<file path="config.mk">
export PLATFORM = sky130hd
export DESIGN_NAME = board_mem_wb_slave
export DESIGN_NICKNAME = d
export VERILOG_FILES = /design/src/rtl/board_pkg.sv /design/src/rtl/board_ram.sv /design/src/rtl/board_mem_wb_slave.sv
export SDC_FILE = /design/constraint.sdc
export NUM_CORES = 2
export LEC_CHECK = 0
export CAP_MARGIN = 0
export CORE_UTILIZATION = 25
export CTS_CLUSTER_SIZE = 28
export DETAILED_ROUTE_END_ITERATION = 7
export MAX_ROUTING_LAYER = met4
export SKIP_LAST_GASP = 1
export SLEW_MARGIN = 20
export SYNTH_ARGS = -nofsm -noshare
export SYNTH_HDL_FRONTEND = slang
export SYNTH_SLANG_ARGS = --single-unit
</file>
<file path="constraint.sdc">
create_clock -name CLK_I -period 7.1 [get_ports CLK_I]
set_clock_uncertainty 0.15 [all_clocks]
set_input_delay 1.42 -clock CLK_I [delete_from_list [all_inputs] [get_ports CLK_I]]
set_output_delay 1.42 -clock CLK_I [all_outputs]
set_load 0.05 [all_outputs]
</file>
<file path="src/rtl/board_pkg.sv">
// Shared types and sizes for the Minesweeper board memory.
// Contents: address/data widths, cell count and the Wishbone responder state type.
package board_pkg;

  localparam int unsigned BOARD_ADDR_W = 8;
  localparam int unsigned BOARD_DATA_W = 8;
  localparam int unsigned BOARD_CELLS  = 256;

  typedef enum logic [1:0] {
    INIT,
    IDLE,
    ACK
  } wb_slv_state_t;

endpackage

</file>
<file path="src/rtl/board_ram.sv">
// 256x8 simple dual-port board RAM.
// Port A: synchronous read/write. a_rdat_o only updates on a read, so it holds between reads.
// Port B: synchronous read-only. On an address collision with a port A write it returns the
//         old contents (read-before-write).
// Ports: clk_i, rst_ni (sync, clears read registers), a_en_i, a_we_i, a_adr_i, a_wdat_i,
//        a_rdat_o, b_adr_i, b_rdat_o.
module board_ram
  import board_pkg::*;
(
  input  logic                    clk_i,
  input  logic                    rst_ni,
  input  logic                    a_en_i,
  input  logic                    a_we_i,
  input  logic [BOARD_ADDR_W-1:0] a_adr_i,
  input  logic [BOARD_DATA_W-1:0] a_wdat_i,
  output logic [BOARD_DATA_W-1:0] a_rdat_o,
  input  logic [BOARD_ADDR_W-1:0] b_adr_i,
  output logic [BOARD_DATA_W-1:0] b_rdat_o
);

  logic [BOARD_DATA_W-1:0] mem_q [BOARD_CELLS];

  // Storage array carries no reset; callers gate a_en_i with reset.
  always_ff @(posedge clk_i) begin
    if (a_en_i && a_we_i) begin
      mem_q[a_adr_i] <= a_wdat_i;
    end
  end

  always_ff @(posedge clk_i) begin
    if (!rst_ni) begin
      a_rdat_o <= '0;
      b_rdat_o <= '0;
    end else begin
      if (a_en_i && !a_we_i) begin
        a_rdat_o <= mem_q[a_adr_i];
      end
      b_rdat_o <= mem_q[b_adr_i];
    end
  end

endmodule

</file>
<file path="src/rtl/board_mem_wb_slave.sv">
// Wishbone responder for the 16x16 Minesweeper board (one byte per cell, 0x00-0xFF), plus a
// fixed-latency read-only display port for the VGA renderer.
// Ports: CLK_I, RST_I (sync, active low); Wishbone slave modport adr_o, dat_o, we_o, stb_o,
//        cyc_o (inputs) and dat_i, ack_i, stall_i (outputs); display disp_adr in, disp_dat out.
// Signal names follow the board interface, so *_o names are inputs here.
// Build option BOARD_MEM_INIT_CLEAR_EN: after reset, sweep INIT_VAL into every cell while
// stalling the bus for DEPTH cycles. Without it, RAM contents after reset are undefined.
module board_mem_wb_slave
  import board_pkg::*;
#(
  parameter int unsigned             DEPTH    = BOARD_CELLS,
  parameter logic [BOARD_DATA_W-1:0] INIT_VAL = 8'h00
) (
  input  logic                    CLK_I,
  input  logic                    RST_I,
  input  logic [BOARD_ADDR_W-1:0] adr_o,
  input  logic [BOARD_DATA_W-1:0] dat_o,
  input  logic                    we_o,
  input  logic                    stb_o,
  input  logic                    cyc_o,
  output logic [BOARD_DATA_W-1:0] dat_i,
  output logic                    ack_i,
  output logic                    stall_i,
  input  logic [BOARD_ADDR_W-1:0] disp_adr,
  output logic [BOARD_DATA_W-1:0] disp_dat
);

  if (DEPTH != BOARD_CELLS) begin : g_bad_depth
    $error("board_mem_wb_slave: DEPTH must be 256");
  end

  wb_slv_state_t           state_q;
  logic                    accept;
  logic                    sweep_we;
  logic [BOARD_ADDR_W-1:0] sweep_adr;
  logic                    ram_en;
  logic                    ram_we;
  logic [BOARD_ADDR_W-1:0] ram_adr;
  logic [BOARD_DATA_W-1:0] ram_wdat;

  assign accept = cyc_o & stb_o & ~stall_i;

`ifdef BOARD_MEM_INIT_CLEAR_EN
  logic [BOARD_ADDR_W-1:0] sweep_q;

  always_ff @(posedge CLK_I) begin
    if (!RST_I) begin
      state_q <= INIT;
      sweep_q <= '0;
    end else begin
      unique case (state_q)
        INIT: begin
          sweep_q <= sweep_q + 8'd1;
          // Sweep ends on the last address, not on counter wrap.
          if (sweep_q == 8'(DEPTH - 1)) state_q <= IDLE;
        end
        IDLE:    if (accept) state_q <= ACK;
        ACK:     if (!accept) state_q <= IDLE;
        default: state_q <= IDLE;
      endcase
    end
  end

  assign stall_i   = (state_q == INIT);
  assign sweep_we  = stall_i;
  assign sweep_adr = sweep_q;
`else
  always_ff @(posedge CLK_I) begin
    if (!RST_I) begin
      state_q <= IDLE;
    end else begin
      unique case (state_q)
        IDLE:    if (accept) state_q <= ACK;
        ACK:     if (!accept) state_q <= IDLE;
        default: state_q <= IDLE;
      endcase
    end
  end

  assign stall_i   = 1'b0;
  assign sweep_we  = 1'b0;
  assign sweep_adr = '0;
`endif

  // Ack is suppressed (not delayed) if the master drops cyc_o while it is pending.
  assign ack_i = (state_q == ACK) & cyc_o;

  // Reset has priority: a write presented in a reset cycle is discarded.
  assign ram_en   = RST_I & (sweep_we | accept);
  assign ram_we   = sweep_we | we_o;
  assign ram_adr  = sweep_we ? sweep_adr : adr_o;
  assign ram_wdat = sweep_we ? INIT_VAL : dat_o;

  board_ram u_ram (
    .clk_i    (CLK_I),
    .rst_ni   (RST_I),
    .a_en_i   (ram_en),
    .a_we_i   (ram_we),
    .a_adr_i  (ram_adr),
    .a_wdat_i (ram_wdat),
    .a_rdat_o (dat_i),
    .b_adr_i  (disp_adr),
    .b_rdat_o (disp_dat)
  );

endmodule
</file>
==> insert_results.sql <==
INSERT INTO impl_metrics (metric_group, metric, value, unit) VALUES
('outcome', 'result_of_the_run', 'finished clean', ''),
('worst_setup_path', 'critPathArrivalTime', '5.68', 'ns'),
('worst_setup_path', 'cpMaxStageDelayCell', 'clkdlybuf4s50_1', ''),
('min_path', 'worst_hold_startpoint', 'state_q[0]$_SDFFE_PN1P_', ''),
('clock_tree', 'clock-root-buffer', 'clkbuf_16', ''),
('min_path', 'hold_depth', '2', ''),
('sta', 'final-hold-violation-count', '0', ''),
('detailed_routing', 'routed-via-count', '52700', ''),
('power_and_ir_drop', 'static-leakage-power', '32.7', 'nW'),
('sta', 'max_freq', '0.199', 'GHz'),
('grt', 'grt_pass1_vias', '52500', ''),
('synth', 'mappedNetlistNets', '4513', ''),
('worst_setup_path', 'timing.rr.end', 'u_ram.a_rdat_o[3]$_SDFFE_PN0P_', ''),
('cells_and_area', 'layout-area-overhead-vs-synth', '15.0', '%'),
('worst_setup_path', 'critical_path_required', '7.75', 'ns'),
('die', 'coreArea', '382000', 'sq um'),
('cells_and_area', 'drive_gt1_share', '37.8', '%'),
('min_path', 'timing.hold.worst.class', 'flip-flop to flip-flop', ''),
('worst_setup_path', 'timing.critical_path.from_type', 'input pin', ''),
('detailed_routing', 'routed_wl', '318', 'mm'),
('flow_run', 'max-cap-violations', '0', ''),
('worst_setup_path', 'worst-r2r-cell-count', '7', ''),
('worst_setup_path', 'crit_fanout', '20', ''),
('cells_and_area', 'fillers', '37100', ''),
('place', 'port_buffers', '45', ''),
('worst_setup_path', 'critPathBufInv', '1', ''),
('worst_setup_path', 'worst_path_most_repeated_cell', 'o21ai_0', ''),
('synth', 'synth_area_leaders', 'edfxtp_1 (64%), mux4_2 (29%), nor2_1 (1.3%), mux2i_1 (0.90%), buf_2 (0.59%)', ''),
('sta', 'max-slew-margin-rel', '13.8', '%'),
('grt', 'wire_length_of_the_first_global_routing_pass', '439', 'mm'),
('detailed_routing', 'drt_drc_violations_left', '0', ''),
('clock_tree', 'cts_tree', 'yes', ''),
('power_and_ir_drop', 'power.density', '251', 'nW/um^2'),
('synth', 'synth_area_per_cell', '21.4', 'sq um'),
('worst_setup_path', 'end_kind', 'flip-flop', ''),
('synth', 'ys_ff_latch', '2066', ''),
('worst_setup_path', 'cp_peak_stage_delay', '0.91', 'ns'),
('synth', 'ys.flop_type', 'edfxtp_1', ''),
('sta', 'grt_setup_unrepaired', 'false', ''),
('synth', 'synth.largest_area_cell', 'edfxtp_1', ''),
('worst_setup_path', 'cell_family_with_the_largest_share_of_critical_path_delay', 'simple AND/OR/NAND/NOR gates', ''),
('die', 'floorplan.rows', '227', ''),
('die', 'die_height', '622', 'microns'),
('synth', 'synth_edf_count', '2048', ''),
('clock_tree', 'cts.htree.levels', '4', ''),
('clock_tree', 'postCtsSetupRepairBufs', '0', ''),
('place', 'hpwlAfterDp', '211', 'mm'),
('power_and_ir_drop', 'total_power', '27.7', 'mW'),
('grt', 'grt_use_total', '16.5', '%'),
('synth', 'ys.warnings.count', '0', ''),
('die', 'fp.dieArea', '387000', 'sq um'),
('sta', 'final.setup.tns', '0', 'ns'),
('detailed_routing', 'first_pass_iters', '6', ''),
('clock_tree', 'tritoncts.num_buffers', '218', ''),
('clock_tree', 'total_of_hold_buffers_inserted_after_clock_tree_synthesis', '0', ''),
('synth', 'synth_common_cells', 'edfxtp_1 (2048), mux4_2 (1236), nor2_1 (332)', ''),
('grt', 'largest_net_degree_at_the_start_of_global_routing', '161', ''),
('clock_tree', 'cts.sinks', '2066', ''),
('clock_tree', 'postCtsResizedCells', '0', ''),
('detailed_routing', 'drtIter0Drc', '8049', ''),
('worst_setup_path', 'crit_chain', 'clkdlybuf4s50_1 -> nor2b_2 -> nand2_1 -> o21ai_0 -> o21ai_0 -> nand3_1 -> nor2_1 -> a41oi_1', ''),
('sta', 'drv_slew', '0', ''),
('synth', 'synth.most_common_cell', 'edfxtp_1', ''),
('clock_tree', 'clkSlewWorstSetupHoldPaths', '0.06', 'ns'),
('worst_setup_path', 'flop_to_flop_setup_slack', '3.93', 'ns'),
('sta', 'worstMarginPinSlew', '1.29', 'ns'),
('detailed_routing', 'viasPerCell', '5.38', ''),
('synth', 'netlist.area_leader.share', '64.0', '%'),
('min_path', 'timing.hold.worst_endpoint', 'state_q[1]$_SDFFE_PN0P_', ''),
('synth', 'mappedNetlistArea', '96000', 'sq um'),
('grt', 'grt.overflow.total', '0', '');
==> cells by family (layout without fill, tap and decap cells) <==
group	count (synthesis)	after routing	synth area share, %
other cells	1	12	0.00391
flops	2066	2066	64.4
buf+inv	375	647	1.91
mux	1331	1331	30.0
xor+xnor	1	1	0.00912
compound gates	162	162	1.17
simple gates	548	548	2.49
==> metrics by stage <==
step	hold slack [ns]	instances	instance area [sq um]	utilization, %	setup WS [ns]
2_1_floorplan	0.413	4484	96000	-	2.86
3_3_place_gp	0.446	9383	103000	26.9	1.38
3_5_place_dp	0.449	9383	103000	26.9	1.36
4_1_cts	0.462	9794	110000	28.9	2.24
5_1_grt	0.478	9801	110000	28.9	2.13
6_report	0.457	9805	110000	28.9	2.07
==> state kept, by name, summed over array words and instances (netlist names) <==
name            cells
state_q             2
u_ram.a_rdat_o      8
u_ram.b_rdat_o      8
u_ram.mem_q      2048
==> worst register-to-register path, delay by kind of cell (launching register included) <==
family	cells	cell delay (ns)
DFF	1	0.39
muxes	2	1.08
AOI/OAI and AO/OA	2	0.44
and+or+nand+nor	3	0.97
==> cell type report <==
| type | instances | area (sq um) | area share [%] |
|---|---|---|---|
| tap | 5038 | 6300 | 5.71 |
| antenna | 11 | 27.5 | 0.0249 |
| inverter | 5 | 26.3 | 0.0238 |
| clock buffer | 256 | 5620 | 5.09 |
| clock inverter | 155 | 1800 | 1.63 |
| multi-input combinational | 2043 | 32400 | 29.3 |
| sequential | 2066 | 61900 | 56.0 |
| timing repair buffer | 231 | 2360 | 2.14 |
==> worst max-delay path by stage <==
stage	from	to	slack, ns	cells past startpoint
after floorplan	adr_o[0]	u_ram.mem_q[221][0]$_DFFE_PP_	2.86	11
after detailed placement	adr_o[4]	u_ram.mem_q[71][7]$_DFFE_PP_	1.36	4
after CTS	RST_I	u_ram.mem_q[36][2]$_DFFE_PP_	2.24	7
final	adr_o[4]	u_ram.a_rdat_o[7]$_SDFFE_PN0P_	2.07	8
after global routing	adr_o[4]	u_ram.mem_q[71][0]$_DFFE_PP_	2.13	4
after global placement	RST_I	u_ram.mem_q[36][2]$_DFFE_PP_	1.38	7
==> placed cells by master (no fill, tap or decap), drive strengths merged, types with 8 or more instances in the layout <==
cell / synthesis / final
edfxtp: 2048 / 2048
mux4: 1236 / 1236
nor2: 332 / 332
clkbuf: 153 / 264
buf: 217 / 198
clkinv: 1 / 102
mux2i: 86 / 86
nand2: 70 / 70
nor2b: 35 / 35
bufinv: 0 / 33
o22ai: 31 / 31
o21ai: 29 / 29
nor3: 28 / 28
clkdlybuf4s50: 0 / 25
nand3: 19 / 19
dfxtp: 18 / 18
nand2b: 17 / 17
a21oi: 17 / 17
inv: 4 / 14
o32ai: 12 / 12
diode: 0 / 11
clkinvlp: 0 / 11
o2111ai: 9 / 9
a31oi: 9 / 9
mux2: 9 / 9
and2: 9 / 9
nor3b: 8 / 8
nand4: 8 / 8
==> power breakdown <==
part           switching [mW]  total, mW  internal [mW]  leakage, nW
registers              0.0246       13.4           13.4         18.5
logic                    1.43       2.30          0.877         10.6
clock network            5.04       11.9           6.88         3.60
==> layer usage <==
layer	GRT usage (%)	share of wire (%)	vias to the layer above
met2	25.1	47	3273
li1	-	-	19900
met5	-	0	-
met4	7.18	5.0	0
met3	3.90	10	587
met1	21.2	38	29000
Power figures use the tool's default switching activity.
